==> src/rtl/neurram_spi_pkg.sv <==
`default_nettype none
// ============================================================================
// Module   : neurram_spi_pkg
// Brief    : Shared word width and shift-engine state encoding.
// Revision : 1.0 - initial release
// ============================================================================
package neurram_spi_pkg;

    localparam int WORD_W = 32;

    localparam logic [1:0] C_ST_IDLE  = 2'b00;
    localparam logic [1:0] C_ST_FETCH = 2'b01;
    localparam logic [1:0] C_ST_LOW   = 2'b10;
    localparam logic [1:0] C_ST_HIGH  = 2'b11;

    typedef enum logic [1:0] {
        ST_IDLE  = C_ST_IDLE,
        ST_FETCH = C_ST_FETCH,
        ST_LOW   = C_ST_LOW,
        ST_HIGH  = C_ST_HIGH
    } spi_state_t;

endpackage
`default_nettype wire

==> src/rtl/neurram_spi_clkdiv.sv <==
`default_nettype none
// ============================================================================
// Module   : neurram_spi_clkdiv
// Brief    : Phase counter for the shift clock; strikes phase start/end and
//            drives the registered shift clock while enabled.
// Revision : 1.0 - initial release
// ============================================================================
module neurram_spi_clkdiv #(
    parameter int CLK_DIV = 4
) (
    input  logic clk,
    input  logic rst,
    input  logic en,
    output logic phase_start,
    output logic phase_end,
    output logic spi_clk
);

    localparam int DIV_W = (CLK_DIV > 1) ? $clog2(CLK_DIV) : 1;

    logic [DIV_W-1:0] r_cnt;
    logic             r_spi_clk;

    assign phase_start = en && (r_cnt == '0);
    assign phase_end   = en && (r_cnt == DIV_W'(CLK_DIV - 1));
    assign spi_clk     = r_spi_clk;

    // Every HIGH phase ends on a toggle back to low, so leaving the enabled
    // phases always parks the clock low.
    always_ff @(posedge clk) begin
        if (rst) begin
            r_cnt     <= '0;
            r_spi_clk <= 1'b0;
        end else if (!en) begin
            r_cnt     <= '0;
            r_spi_clk <= 1'b0;
        end else if (phase_end) begin
            r_cnt     <= '0;
            r_spi_clk <= ~r_spi_clk;
        end else begin
            r_cnt     <= r_cnt + 1'b1;
        end
    end

endmodule
`default_nettype wire

==> src/rtl/neurram_spi_shifter.sv <==
`default_nettype none
// ============================================================================
// Module   : neurram_spi_shifter
// Brief    : Word-stream to bit-serial scan-chain shifter with MISO readback.
// Revision : 1.0 - initial release
// ============================================================================
module neurram_spi_shifter
    import neurram_spi_pkg::*;
#(
    parameter int CLK_DIV = 4,
    parameter int CNT_W   = 16
) (
    input  logic              clk,
    input  logic              rst,
    input  logic              start,
    input  logic [CNT_W-1:0]  num_bits,
    input  logic [31:0]       din_data,
    input  logic              din_valid,
    output logic              din_ready,
    output logic              spi_mosi,
    input  logic              spi_miso,
    output logic [31:0]       dout_data,
    output logic              dout_valid,
    output logic              state_spi_clk,
    output logic              state_spi_idle
);

    localparam int IDX_W = $clog2(WORD_W);

    spi_state_t         r_state;
    spi_state_t         w_next;
    logic [CNT_W-1:0]   r_remain;
    logic [IDX_W-1:0]   r_bit_idx;
    logic [WORD_W-1:0]  r_out;
    logic [WORD_W-1:0]  r_cap;
    logic [IDX_W:0]     r_cap_cnt;
    logic [WORD_W-1:0]  r_dout_data;
    logic               r_dout_valid;

    logic               w_en;
    logic               w_phase_start;
    logic               w_phase_end;
    logic               w_last_high;
    logic               w_sample;
    logic               w_final_bit;
    logic [WORD_W-1:0]  w_cap_shift;
    logic [WORD_W-1:0]  w_cap_val;
    logic [IDX_W:0]     w_cap_cnt_val;
    logic               w_emit_full;
    logic               w_emit_end;

    assign w_en = (r_state == ST_LOW) || (r_state == ST_HIGH);

    neurram_spi_clkdiv #(
        .CLK_DIV (CLK_DIV)
    ) u_clkdiv (
        .clk         (clk),
        .rst         (rst),
        .en          (w_en),
        .phase_start (w_phase_start),
        .phase_end   (w_phase_end),
        .spi_clk     (state_spi_clk)
    );

    assign w_last_high = (r_state == ST_HIGH) && w_phase_end;
    assign w_sample    = (r_state == ST_HIGH) && w_phase_start;
    assign w_final_bit = (r_remain == CNT_W'(1));

    // Capture view including this cycle's sample, which matters when the
    // first and last HIGH cycle coincide (CLK_DIV == 1).
    assign w_cap_shift   = {r_cap[WORD_W-2:0], spi_miso};
    assign w_cap_val     = w_sample ? w_cap_shift : r_cap;
    assign w_cap_cnt_val = w_sample ? (r_cap_cnt + 1'b1) : r_cap_cnt;
    assign w_emit_full   = w_sample && (r_cap_cnt == (IDX_W+1)'(WORD_W - 1));
    assign w_emit_end    = w_last_high && w_final_bit && !w_emit_full
                           && (w_cap_cnt_val != '0);

    always_comb begin
        w_next = r_state;
        case (r_state)
            ST_IDLE:  if (start && (num_bits != '0)) w_next = ST_FETCH;
            ST_FETCH: if (din_valid) w_next = ST_LOW;
            ST_LOW:   if (w_phase_end) w_next = ST_HIGH;
            ST_HIGH: begin
                if (w_phase_end) begin
                    if (w_final_bit)             w_next = ST_IDLE;
                    else if (r_bit_idx == '0)    w_next = ST_FETCH;
                    else                         w_next = ST_LOW;
                end
            end
            default:  w_next = ST_IDLE;
        endcase
    end

    always_ff @(posedge clk) begin
        if (rst) begin
            r_state      <= ST_IDLE;
            r_remain     <= '0;
            r_bit_idx    <= '0;
            r_out        <= '0;
            r_cap        <= '0;
            r_cap_cnt    <= '0;
            r_dout_data  <= '0;
            r_dout_valid <= 1'b0;
        end else begin
            r_state      <= w_next;
            r_dout_valid <= 1'b0;

            if ((r_state == ST_IDLE) && start && (num_bits != '0))
                r_remain <= num_bits;

            if ((r_state == ST_FETCH) && din_valid) begin
                r_out     <= din_data;
                r_bit_idx <= IDX_W'(WORD_W - 1);
            end

            if (w_last_high) begin
                r_remain  <= r_remain - 1'b1;
                r_bit_idx <= r_bit_idx - 1'b1;
                r_out     <= {r_out[WORD_W-2:0], 1'b0};
            end

            if (w_emit_full) begin
                r_dout_data  <= w_cap_shift;
                r_dout_valid <= 1'b1;
                r_cap        <= '0;
                r_cap_cnt    <= '0;
            end else if (w_emit_end) begin
                r_dout_data  <= w_cap_val;
                r_dout_valid <= 1'b1;
                r_cap        <= '0;
                r_cap_cnt    <= '0;
            end else if (w_sample) begin
                r_cap        <= w_cap_shift;
                r_cap_cnt    <= r_cap_cnt + 1'b1;
            end
        end
    end

    assign din_ready      = (r_state == ST_FETCH);
    assign state_spi_idle = (r_state == ST_IDLE);
    assign spi_mosi       = w_en && r_out[WORD_W-1];
    assign dout_data      = r_dout_data;
    assign dout_valid     = r_dout_valid;

endmodule
`default_nettype wire

==> config.mk <==
export PLATFORM = sky130hd
export DESIGN_NAME = neurram_spi_shifter
export DESIGN_NICKNAME = d
export VERILOG_FILES = /design/src/rtl/neurram_spi_pkg.sv /design/src/rtl/neurram_spi_clkdiv.sv /design/src/rtl/neurram_spi_shifter.sv
export SDC_FILE = /design/constraint.sdc
export NUM_CORES = 1
export LEC_CHECK = 0
export ABC_AREA = 1
export CORE_MARGIN = 3
export CORE_UTILIZATION = 25
export DETAILED_ROUTE_END_ITERATION = 7
export GPL_TIMING_DRIVEN = 0
export HOLD_SLACK_MARGIN = 0.12
export SETUP_SLACK_MARGIN = 0.4
export SYNTH_ARGS = -nofsm -noshare
export SYNTH_HDL_FRONTEND = slang
export SYNTH_SLANG_ARGS = --single-unit
==> constraint.sdc <==
create_clock -name clk -period 2.45 [get_ports clk]
set_input_delay 0.49 -clock clk [delete_from_list [all_inputs] [get_ports clk]]
set_output_delay 0.49 -clock clk [all_outputs]
set_load 0.02 [all_outputs]
======== Word level (Yosys, flattened, before mapping) ========
Cells that the tools add are included.
storage, ports and cells
  register bits ........................... 129
  bits of input ports ..................... 53
  logic and storage cells ................. 74
  output and inout bits ................... 37
operators by class
  muxes and demuxes ....................... 19
  equal/unequal tests ..................... 10
  bitwise gates (word level) .............. 2
  reductions and logical operators ........ 28
  $add $sub $neg .......................... 4
operator list
  kind                                                 count
  two-way mux 32 bit                                   5
  two-way mux 16 bit                                   2
  == test 16 x 1 -> 1 bit (second input constant)      1
  nonzero test 16 bit                                  1
  subtractor 16 x 1 -> 16 bit (second input constant)  1
  logical AND 1 bit                                    13
  two-way mux 2 bit                                    6
  two-way mux 5 bit                                    2
  one-hot mux 2 bit (4 select lines)                   1
  adder 6 x 1 -> 6 bit (second input constant)         1
  == test 2 bit (second input constant)                3
  == test 6 x 5 -> 1 bit (second input constant)       1
  two-way mux 6 bit                                    1
  != test 2 bit (second input constant)                3
  nonzero test 2 bit                                   3
  nonzero test 6 bit                                   1
  OR reduction 3 bit                                   2
  zero test 5 bit                                      1
  subtractor 5 x 1 -> 5 bit (second input constant)    1
  zero test 2 bit                                      2
  AND reduction 4 bit                                  1
  OR reduction 2 bit                                   2
  adder 2 x 1 -> 2 bit (second input constant)         1
  == test 2 x 1 -> 1 bit (second input constant)       1
  other kinds (5)                                      7

======== Logic depth before layout (Yosys ltp) ========
Gate-level depths: netlist of the first run.
  word-level depth ........................ 10
  gate-level depth with buffers ........... 15
  mapped depth without buffers ............ 14

======== Modules after synthesis ========
From an unflattened synthesis of the first run, not the netlist that was laid out.
second synthesis, totals
  cells, all modules ...................... 816
  area total of the unflattened synthesis .. 5684.2 um2
modules (own cells, without submodules)
  module               sequential area each (um2)  cells each  times used  area each (um2)
  neurram_spi_shifter  2522.4                      796         1           5540.3
  neurram_spi_clkdiv   60.1                        20          1           143.9

======== Worst setup path after synthesis of the first run ========
OpenSTA, ideal clock, no wires.
  kind .................................... reg-to-reg
  from .................................... reg r_state[0]
  to ...................................... reg r_remain[8]
  arrival time ............................ 1667 ps
  clock period less this slack ............ 1794 ps
  data required time ...................... 2322 ps
  setup time .............................. 128 ps
  setup slack ............................. 656 ps
  stages on the path, launching flop included .. 7
  path buffers ............................ 0
  path through ............................ dfxtp_1 -> nor2_1 -> nand3_1 -> nand2_1 -> clkinv_1 -> a21oi_1 -> nor2_1
on the way
  elaborated cells between the ends (all ways) .. 10
  those cells by class .................... eq/ne (2); mux (1); reduce/logical (7)
RTL lines
  what                                 line                        text
  start, declared                      neurram_spi_shifter.sv:30   spi_state_t r_state;
  start signal, assigned               neurram_spi_shifter.sv:106  r_state <= w_next;
  zero test 2 bit                      -
  net state_spi_idle                   neurram_spi_shifter.sv:25   output logic state_spi_idle
  logical AND 1 bit (2 in a row)       neurram_spi_shifter.sv:109  if ((r_state == ST_IDLE) && start && (num_bits != '0))
  nonzero test 2 bit (no source line)  -
  end signal, assigned                 neurram_spi_shifter.sv:110  r_remain <= num_bits;
  end signal, assigned                 neurram_spi_shifter.sv:118  r_remain <= r_remain - 1'b1;
  end, declared                        neurram_spi_shifter.sv:32   logic [CNT_W-1:0] r_remain;
The timed path passes the listed nets, and every way through them passes these cells.
A chain may end at the register's enable or synchronous reset.

======== Final worst setup path of the first run ========
  from .................................... reg u_clkdiv.r_cnt[1]
  to ...................................... reg r_cap[25]
on the way
  longest elaborated chain between the ends .. 8
  elaborated cells between the ends (all ways) .. 15
  those cells by class .................... eq/ne (1); mux (2); reduce/logical (12)
RTL lines
  what                                                       line                        text
  start, declared                                            neurram_spi_clkdiv.sv:21    logic [DIV_W-1:0] r_cnt;
  start signal, assigned                                     neurram_spi_clkdiv.sv:41    r_cnt <= r_cnt + 1'b1;
  branches (longest 8 deep; another with two-way mux 6 bit)  -
  end signal, assigned                                       neurram_spi_shifter.sv:134  r_cap <= w_cap_shift;
  end, declared                                              neurram_spi_shifter.sv:35   logic [WORD_W-1:0] r_cap;
Several ways; the timed one is not identified.

==> results.toml, run 1 <==
[place]
place_congestion = 0.853
dp_hpwl_mm = 10.7
port_buffers = 89

[global_route]
grt.met1_usage_pct = 17.8
grt_max_degree = 17
grt_usage_pct = 12.8
grt_busiest_layer = "met2"
grt_pass1_wl_mm = 25.3
grt_pass1_vias = 5095
overflow = 0
antenna_found_initial = 0
met2_usage_pct = 19.6
grtUsageMet3_pct = 3.15

[sta]
finalHoldViolations = 0
slew_violations = 0
rsz0062_at_grt = "false"
max_freq_mhz = 519
period_share_pct = 78.7
holdWs_ps = 466
slew_headroom_pct = 55.7
skew_ps = 9.45
period_needed_ps = 1930
tightestPinTransition_ps = 665
finalSetupViolCount = 0

[floorplan]
start_util_pct = 25.7
placementRows = 54
core_um2 = 22000
dieArea_um2 = 24400
die_h_um = 156
die_x_um = 156
ios = 90

[setup_path]
cp.required_ps = 2800
path_max_fanout = 10
cp_slowest_cell = "dfxtp_1"
endpoint_kind = "flip-flop"
arrival_ps = 2280
cp-start-kind = "flip-flop"
critical_path.max_stage_delay_ps = 320
worstPathCellList = "inv_1 -> ha_4 -> inv_1 -> nor2_4 -> nand3_2 -> nand2_2 -> nand2_1 -> nor2_1 -> nand2_1 -> nand2_4 -> nand2_4 -> buf_6 -> buf_6 -> nor2_1"
crit_type = "flip-flop to flip-flop"

[yosys]
synth_area_leaders = "dfxtp_1, nand2_1, nand3_1, inv_1, nor2_1"
yosysWarnings = 0
synth_top_area_share_pct = 45.7
ys_types = 34
syn_nets = 860
syn_inst = 800
yosysTopAreaCell = "dfxtp_1"
synth_seq_area_share_pct = 45.7
ys_ff_latch = 129
syn_area_per_cell_um2 = 7.06
syn_area_um2 = 5650

[outcome]
outcome = "finished clean"

[cells_and_area]
antennaDiodeCount = 0
final_common_cell = "nand2_1"
final_nets = 974
area_delta_synth_final_pct = 36.2
utilization_pct = 34.9
layout-drive-gt1-share_pct = 9.07
layout_common_cells = "nand2_1, dfxtp_1, inv_1, clkdlybuf4s50_1, nand3_1"

[route]
wire_per_inst_um = 13.0
via_count = 5410
drc = 0
totalWireLength_mm = 15.7
drtPass1Iterations = 5
drt_iter0_markers = 287
antenna_left = 0
avgViaCountPerCell = 4.49

[clocking]
clkTransAtPathRegs_ps = 60
clkSinkCount = 129
clk_path_buf_depth = 2
htree_levels = 4
clock_latency_ps = 420
clock-root-buffer = "clkbuf_16"
cts_made_buffers = 17
cts_tree = "built"
cts_hold_buf = 0

[pwr]
power.density_nw_per_um2 = 838
vdd_drop_max_uv = 436
leakage_nw = 2.99
totalPowerFinal_mw = 6.45

[worst_hold_path]
hold_class = "flip-flop to flip-flop"

[job]
cap_violations = 0
## cell usage after synthesis
cell / count
inv_1: 100
a311oi_1: 1
clkbuf_1: 26
nand3_1: 87
o21bai_1: 1
ha_1: 7
buf_6: 2
dfxtp_1: 129
a21oi_1: 57
clkinv_1: 3
o21ai_0: 51
buf_2: 8
o221ai_1: 1
a211oi_1: 2
nor3_1: 4
nand2_1: 179
o211ai_1: 2
xor2_1: 3
buf_4: 1
nand4_1: 3
a22oi_1: 32
a31oi_1: 1
o211a_1: 1
and3_1: 1
a221oi_1: 1
xnor2_1: 1
nor4_1: 1
o31ai_1: 1
and2_1: 1
nor2_4: 1
buf_1: 4
nand2_2: 1
nor2_1: 86
inv_2: 1
## cells by family (layout without fill, tap and decap cells)
family,Yosys count,in the layout,synth area share [%]
buf+inv,145,271,10.1
flops,129,129,45.7
compound gates,151,151,15.4
fa+ha+maj,7,7,1.55
xor+xnor,4,4,0.620
simple gates,364,364,26.6
## area by class of cell
class | instances | area (um^2)
plain buffers | 41 | 226
clock buffers | 23 | 478
clock inverters | 8 | 129
fillers | 2316 | 14300
inverters | 104 | 399
multi-input cells | 526 | 2600
flip-flops and latches | 129 | 2580
well taps | 280 | 350
repair buffers | 95 | 926
## metal layers
metal | vias to the layer above | part of all wire, %
met2 | 130 | 44
met5 | - | 0
met4 | 0 | 1.4
li1 | 2820 | -
met3 | 21 | 5.3
met1 | 2439 | 49
## state kept, by name, indices dropped and copies added, names as in the netlist
signal	cells
dout_data	32
r_cap	32
r_out	32
r_remain	16
r_cap_cnt	6
r_bit_idx	5
r_state	2
u_clkdiv.r_cnt	2
dout_valid	1
u_clkdiv.spi_clk	1
## per-stage QoR
step | cell area, um^2 | setup TNS (ps) | cells | setup slack (ps)
after floorplan | 5650 | 0 | 800 | 656
after global placement | 6890 | -14500 | 1169 | -401
after detailed placement | 6890 | -15060 | 1169 | -436
after CTS | 7560 | 0 | 1202 | 397
after global routing | 7700 | 0 | 1206 | 384
final | 7700 | 0 | 1206 | 523
## report_power, final
group / internal (mW) / switching, mW / leakage (nW)
Clock: 1.68 / 0.943 / 0.293
Combinational: 0.498 / 0.892 / 1.65
Sequential: 2.28 / 0.153 / 1.05
## final timing paths
check | start | to | slack (ps) | depth (start not counted)
setup / recovery | u_clkdiv.r_cnt[1] | r_cap[25] | 520 | 14
hold / removal | r_out[13] | r_out[13] | 470 | 2
setup reg to reg | u_clkdiv.r_cnt[1] | r_cap[25] | 520 | 14
hold reg to reg | r_out[13] | r_out[13] | 470 | 2
## worst max-delay path, delay by kind of cell, from the launching register on
kind	cells	cell delay [ps]
adders and majority gates	1	150
and+or+nand+nor	9	950
buffers and inverters	4	450
DFF	1	320
## repair_timing
action	in CTS	in global routing
pin swaps	0	4
buffers inserted	2	3
resized for setup	23	38
cloned	0	1
setup endpoints to repair	101	113
No activity file was read; power rests on OpenSTA's default activity.
==> inputs of run 2 (changes only) <==
==> constraint.sdc (replaced) <==
create_clock -name clk -period 1.66 [get_ports clk]
set_input_delay 0.332 -clock clk [delete_from_list [all_inputs] [get_ports clk]]
set_output_delay 0.332 -clock clk [all_outputs]
set_load 0.02 [all_outputs]
==> run 2 against run 1 <==
  * The flow now finishes with violations (setup timing)
  * Sequential power is 51% higher
  * Hold slack worse by 120 ps
  * Cell area is 12% higher
  * Global-route usage is 0.71 points higher
  * Clock power is 26% higher
  * Worst setup slack worse by 780 ps
  * Critical endpoint is now r_cap[11]
  * Largest power group is now sequential cells
==> results.toml, run 2 (synthesized netlist as in run 1, its figures left out) <==
[outcome]
outcome = "finished with violations"
violations = "setup timing"

[setup_path]
reg2reg_setup_slack_ps = -260
crit_type = "flip-flop to flip-flop"
cp-start-kind = "flip-flop"
r2r_start = "r_cap_cnt[0]"
endpoint_kind = "flip-flop"
arrival_ps = 2270
reg2reg_to = "r_cap[11]"
path_max_fanout = 10
reg2regPathDepth = 13
cp.required_ps = 2020

[route]
via_count = 5680
drc = 0
drtPass1Iterations = 5
antenna_left = 0
wire_per_inst_um = 13.2
totalWireLength_mm = 16.4
drt_iter0_markers = 336
avgViaCountPerCell = 4.56

[cells_and_area]
area_delta_synth_final_pct = 52.4
multi_input_area_um2 = 3020
final_area_um2 = 8610
layout-drive-gt1-share_pct = 29.7
final_common_cell = "nand2_1"
regArea_um2 = 2630
layout_common_cells = "nand2_1, dfxtp_1, inv_1, nor2_1, a21oi_1"
fillers = 2240
final_nets = 1015
antennaDiodeCount = 0

[floorplan]
core_um2 = 22000
die_x_um = 156
ios = 90
start_util_pct = 25.7
die_h_um = 156
placementRows = 54
dieArea_um2 = 24400

[place]
port_buffers = 89
dp_hpwl_mm = 11.0
place_area_um2 = 7240
dp_worst_setup_slack_ps = -642
place_congestion = 0.845

[clocking]
cts_made_buffers = 17
cts_hold_buf = 0
clkSinkCount = 129
cts_tree = "built"
clkTransAtPathRegs_ps = 60
htree_levels = 4
clk_path_buf_depth = 2
clock_latency_ps = 420
clock-root-buffer = "clkbuf_16"

[sta]
period_needed_ps = 1920
finalSetupViolCount = 72
max_freq_mhz = 522
skew_ps = 7.50
slew_headroom_pct = 51.0
finalWorstSetupSlack_ps = -257
tightestPinTransition_ps = 735
period_share_pct = 115
finalHoldViolations = 0
setup_tns_ps = -15390
rsz0062_at_grt = "true"
slew_violations = 0
holdWs_ps = 345

[worst_hold_path]
hold_depth = 3
hold_end = "r_remain[4]"
hold_class = "input port to flip-flop"
min_from = "num_bits[4]"

[global_route]
overflow = 0
grt_max_degree = 17
grt_pass1_vias = 5437
grt_usage_pct = 13.5
grt_pass1_wl_mm = 26.7
antenna_found_initial = 0

[pwr]
leakage_nw = 3.41
power.density_nw_per_um2 = 1170
vdd_drop_max_uv = 598

[job]
cap_violations = 0
[run 2: critical path, stage by stage, from the launching register on]
cell     delay, ps
dfxtp_4        370
ha_2           200
inv_1           60
nor2_2         150
nand3_2        130
nand2_2         90
nand2_1         50
nor2_1          90
nand2_1         90
nand2_4        170
nand2_4         70
buf_6          150
buf_8          140
nor2_2          90
[run 2: final cells by class]
class	count	share of cell area, %
Clock buffer	23	5.43
Timing Repair Buffer	136	15.1
Tap cell	280	4.07
Clock inverter	7	0.436
Buffer	41	4.40
Sequential cell	129	30.5
Inverter	104	4.94
Multi-Input combinational cell	526	35.1
[run 2: worst max path at each step]
stage | cells past startpoint | start | endpoint | slack, ps
6_report | 13 | r_cap_cnt[0] | r_cap[11] | -260
5_1_grt | 15 | u_clkdiv.r_cnt[0] | r_cap[11] | -380
4_1_cts | 13 | u_clkdiv.r_cnt[0] | dout_data[2] | -230
3_5_place_dp | 6 | rst | r_out[0] | -640
3_3_place_gp | 6 | rst | r_out[0] | -690
2_1_floorplan | 15 | u_clkdiv.r_cnt[1] | r_cap[11] | -20
[run 2: stage by stage]
stage	power [mW]	std cells	utilization, %
after detailed placement	5.75	1169	32.9
after global placement	5.74	1169	32.9
after global routing	10.7	1246	39.1
final	10.1	1246	39.1
after CTS	9.84	1238	37.6
after floorplan	5.12	800	-
[run 2: layer usage]
layer,part of all wire [%],vias up,global-route usage (%)
met4,1.5,0,4.21
li1,-,2904,-
met1,47,2624,18.0
met3,4.6,25,3.43
met2,47,127,21.6
met5,0,-,0
[run 2: where the power goes]
part	total [mW]	internal, mW	switching, mW
Combinational	3.15	1.44	1.71
Clock	3.29	1.95	1.35
Sequential	3.66	3.40	0.260
Total	10.1	6.79	3.32
[run 2: timing repair]
action | in CTS | in global routing
gates resized for setup | 318 | 86
pin swaps | 35 | 20
buffers inserted | 38 | 7
cloned | 1 | 1
setup endpoints to repair | 163 | 154
==> inputs of run 3 (changes only) <==
--- a/config.mk
+++ b/config.mk
@@ -5,11 +5,11 @@
 export SDC_FILE = /design/constraint.sdc
 export NUM_CORES = 1
 export LEC_CHECK = 0
-export ABC_AREA = 1
+export ABC_CLOCK_PERIOD_IN_PS = 1660
 export CORE_MARGIN = 3
 export CORE_UTILIZATION = 25
 export DETAILED_ROUTE_END_ITERATION = 7
-export GPL_TIMING_DRIVEN = 0
+export GPL_TIMING_DRIVEN = 1
 export HOLD_SLACK_MARGIN = 0.12
 export SETUP_SLACK_MARGIN = 0.4
 export SYNTH_ARGS = -nofsm -noshare
==> run 3 against run 2 <==
  * The flow still finishes with violations (setup timing)
  * Cell count decreased by 13%
  * Via count fell by 7.4%
  * Power down 19%
  * Worst setup slack lost 210 ps
  * Sequential share of layout area down 2.9 points
  * Hold slack worse by 57 ps
  * Critical path depth shrank 6
  * Sequential cell count is the same
  * Die area decreased by 5.2%
  * Critical path type unchanged
  * Critical endpoint is now r_remain[14]
  * Largest cell class unchanged
  * Largest power group is now clock
==> results.toml, run 3 <==
[clocking]
clkTransAtPathRegs_ps = 60
clock_latency_ps = 420
clk_path_buf_depth = 2
clkSinkCount = 129
clock-root-buffer = "clkbuf_16"
cts_made_buffers = 17
cts_tree = "built"
htree_levels = 4

[sta]
finalSetupViolCount = 102
period_share_pct = 128
tightestPinTransition_ps = 565
finalWorstSetupSlack_ps = -466
rsz0062_at_grt = "true"
slew_violations = 0
period_needed_ps = 2130
max_freq_mhz = 470
finalHoldViolations = 0
skew_ps = 10.7
slew_headroom_pct = 62.3
setup_tns_ps = -30490

[pwr]
p_int_mw = 6.07
clockPowerShare_pct = 44.3
swShare_pct = 25.7
p_seq_share_pct = 40.0
vdd_drop_max_uv = 672
totalPowerFinal_mw = 8.17
power.density_nw_per_um2 = 857
p_sw_mw = 2.10
comb_power_share_pct = 15.8
leakage_nw = 3.41

[setup_path]
critical_path_buf_inv_count = 1
r2r_start = "r_remain[1]"
cp.required_ps = 2010
path_max_fanout = 2
reg2reg_to = "r_remain[14]"
cp_slowest_cell = "or3_4"
critical_path.max_stage_delay_ps = 410
arrival_ps = 2470
cp-start-kind = "flip-flop"
critPathTopFamily = "simple AND/OR/NAND/NOR gates"
reg2regPathDepth = 7
crit_type = "flip-flop to flip-flop"
worstPathCellList = "inv_2 -> ha_4 -> or3b_4 -> or3_4 -> nor4b_4 -> mux2_4 -> a21oi_2"
endpoint_kind = "flip-flop"
reg2reg_setup_slack_ps = -470

[outcome]
outcome = "finished with violations"
violations = "setup timing"

[route]
wire_per_inst_um = 15.5
avgViaCountPerCell = 4.86
drc = 0
drt_iter0_markers = 186
drtPass1Iterations = 4
via_count = 5257
antenna_left = 0
totalWireLength_mm = 16.8

[yosys]
syn_area_um2 = 5350
ys_types = 51
synth_top_flop_cell = "dfxtp_1"
syn_area_per_cell_um2 = 9.17
synth.most_common_cell = "dfxtp_1"
synth_seq_area_share_pct = 48.3
syn_inst = 583
synth_top_area_share_pct = 48.3
ys_ff_latch = 129
syn_nets = 643
synth_common_cells = "dfxtp_1, nor3_1, a21oi_1"
synth_async_sr_flop_share_pct = 0
yosysTopAreaCell = "dfxtp_1"
yosysWarnings = 0
synth_enable_flop_cells = 0
synth_area_leaders = "dfxtp_1, mux2i_1, o32ai_1, nor3_1, a22oi_1"

[worst_hold_path]
min_from = "num_bits[10]"
hold_end = "r_remain[10]"
hold_class = "input port to flip-flop"
hold_depth = 4

[global_route]
grt_pass1_vias = 5159
grt_usage_pct = 13.9
overflow = 0
grt_max_degree = 41
grt_pass1_wl_mm = 26.8
antenna_found_initial = 1

[floorplan]
die_h_um = 152
dieArea_um2 = 23200
die_x_um = 152
core_um2 = 20600
placementRows = 52
start_util_pct = 25.9
ios = 90

[cells_and_area]
layout_common_cells = "buf_4, dfxtp_1, buf_6, inv_1, clkdlybuf4s50_1"
final_common_cell = "buf_4"
multi_input_area_um2 = 3300
layout-drive-gt1-share_pct = 55.0
antennaDiodeCount = 0
final_nets = 859
area_delta_synth_final_pct = 78.2
fillers = 1883
regArea_um2 = 2630

[job]
cap_violations = 0

[place]
dp_hpwl_mm = 9.46
place_congestion = 0.784
port_buffers = 89
-- run 3: how the worst max path moves through the flow --
stage,start,slack [ps],depth (start not counted),end
CTS,u_clkdiv.r_cnt[1],-460,10,r_cap[3]
detailed placement,num_bits[3],-770,6,r_remain[4]
finish,r_remain[1],-470,7,r_remain[14]
global route,u_clkdiv.r_cnt[1],-540,10,dout_data[26]
global placement,num_bits[3],-720,6,r_remain[15]
floorplan,r_remain[1],-360,7,r_remain[14]
-- run 3: per-layer routing --
layer | GRT usage [%] | up-vias | wire, um
met5 | 0 | - | 13
met4 | 4.02 | 2 | 315
met3 | 4.35 | 29 | 801
met2 | 22.3 | 117 | 8090
met1 | 18.0 | 2531 | 7590
li1 | - | 2578 | -
-- run 3: worst reg2reg max path, cell delays in order (launching register included) --
cell and delay, ps:
dfxtp_2 330, inv_2 70, ha_4 130, or3b_4 400, or3_4 410, nor4b_4 270
mux2_4 330, a21oi_2 110
-- run 3: what timing repair did --
item	in CTS	in global routing
hold buffers	0	0
resized for setup	348	151
pin swaps	72	43
setup endpoints to repair	163	159
cloned	11	0
buffers inserted	38	12
-- run 3: final cells by class --
type | instances | share of cell area, %
Multi-Input combinational cell | 366 | 34.6
Sequential cell | 129 | 27.6
Timing Repair Buffer | 244 | 26.6
Clock buffer | 21 | 4.94
Tap cell | 270 | 3.55
Inverter | 41 | 1.62
Clock inverter | 11 | 1.10
-- run 3: cell families after synthesis --
| group | Yosys count | synth area share, % |
|---|---|---|
| AO/OA/AOI/OAI | 152 | 20.1 |
| XOR/XNOR | 7 | 1.15 |
| adder cells (fa/ha/maj) | 7 | 1.64 |
| buffers and inverters | 88 | 6.67 |
| flip-flops | 129 | 48.3 |
| multiplexers | 35 | 6.58 |
| AND/OR/NAND/NOR | 165 | 15.5 |
-- run 3: per-stage QoR --
step / utilization, % / cells / hold slack [ps] / setup slack [ps] / instance area [um^2]
2_1_floorplan: - / 583 / 427 / -361 / 5790
3_3_place_gp: 36.1 / 989 / 439 / -720 / 7440
3_5_place_dp: 36.1 / 989 / 444 / -769 / 7440
4_1_cts: 43.2 / 1070 / 274 / -456 / 8910
5_1_grt: 46.2 / 1082 / 301 / -542 / 9530
6_report: 46.2 / 1082 / 288 / -466 / 9530
-- run 3: power by group through the flow --
stage                     clock network [mW]  logic (mW)  registers [mW]
final                                   3.62        1.29            3.26
after CTS                               3.70        1.15            3.25
after floorplan                            0       0.470            3.31
after global routing                    3.87        1.37            3.27
after global placement                     0       0.883            3.31
after detailed placement                   0       0.886            3.31
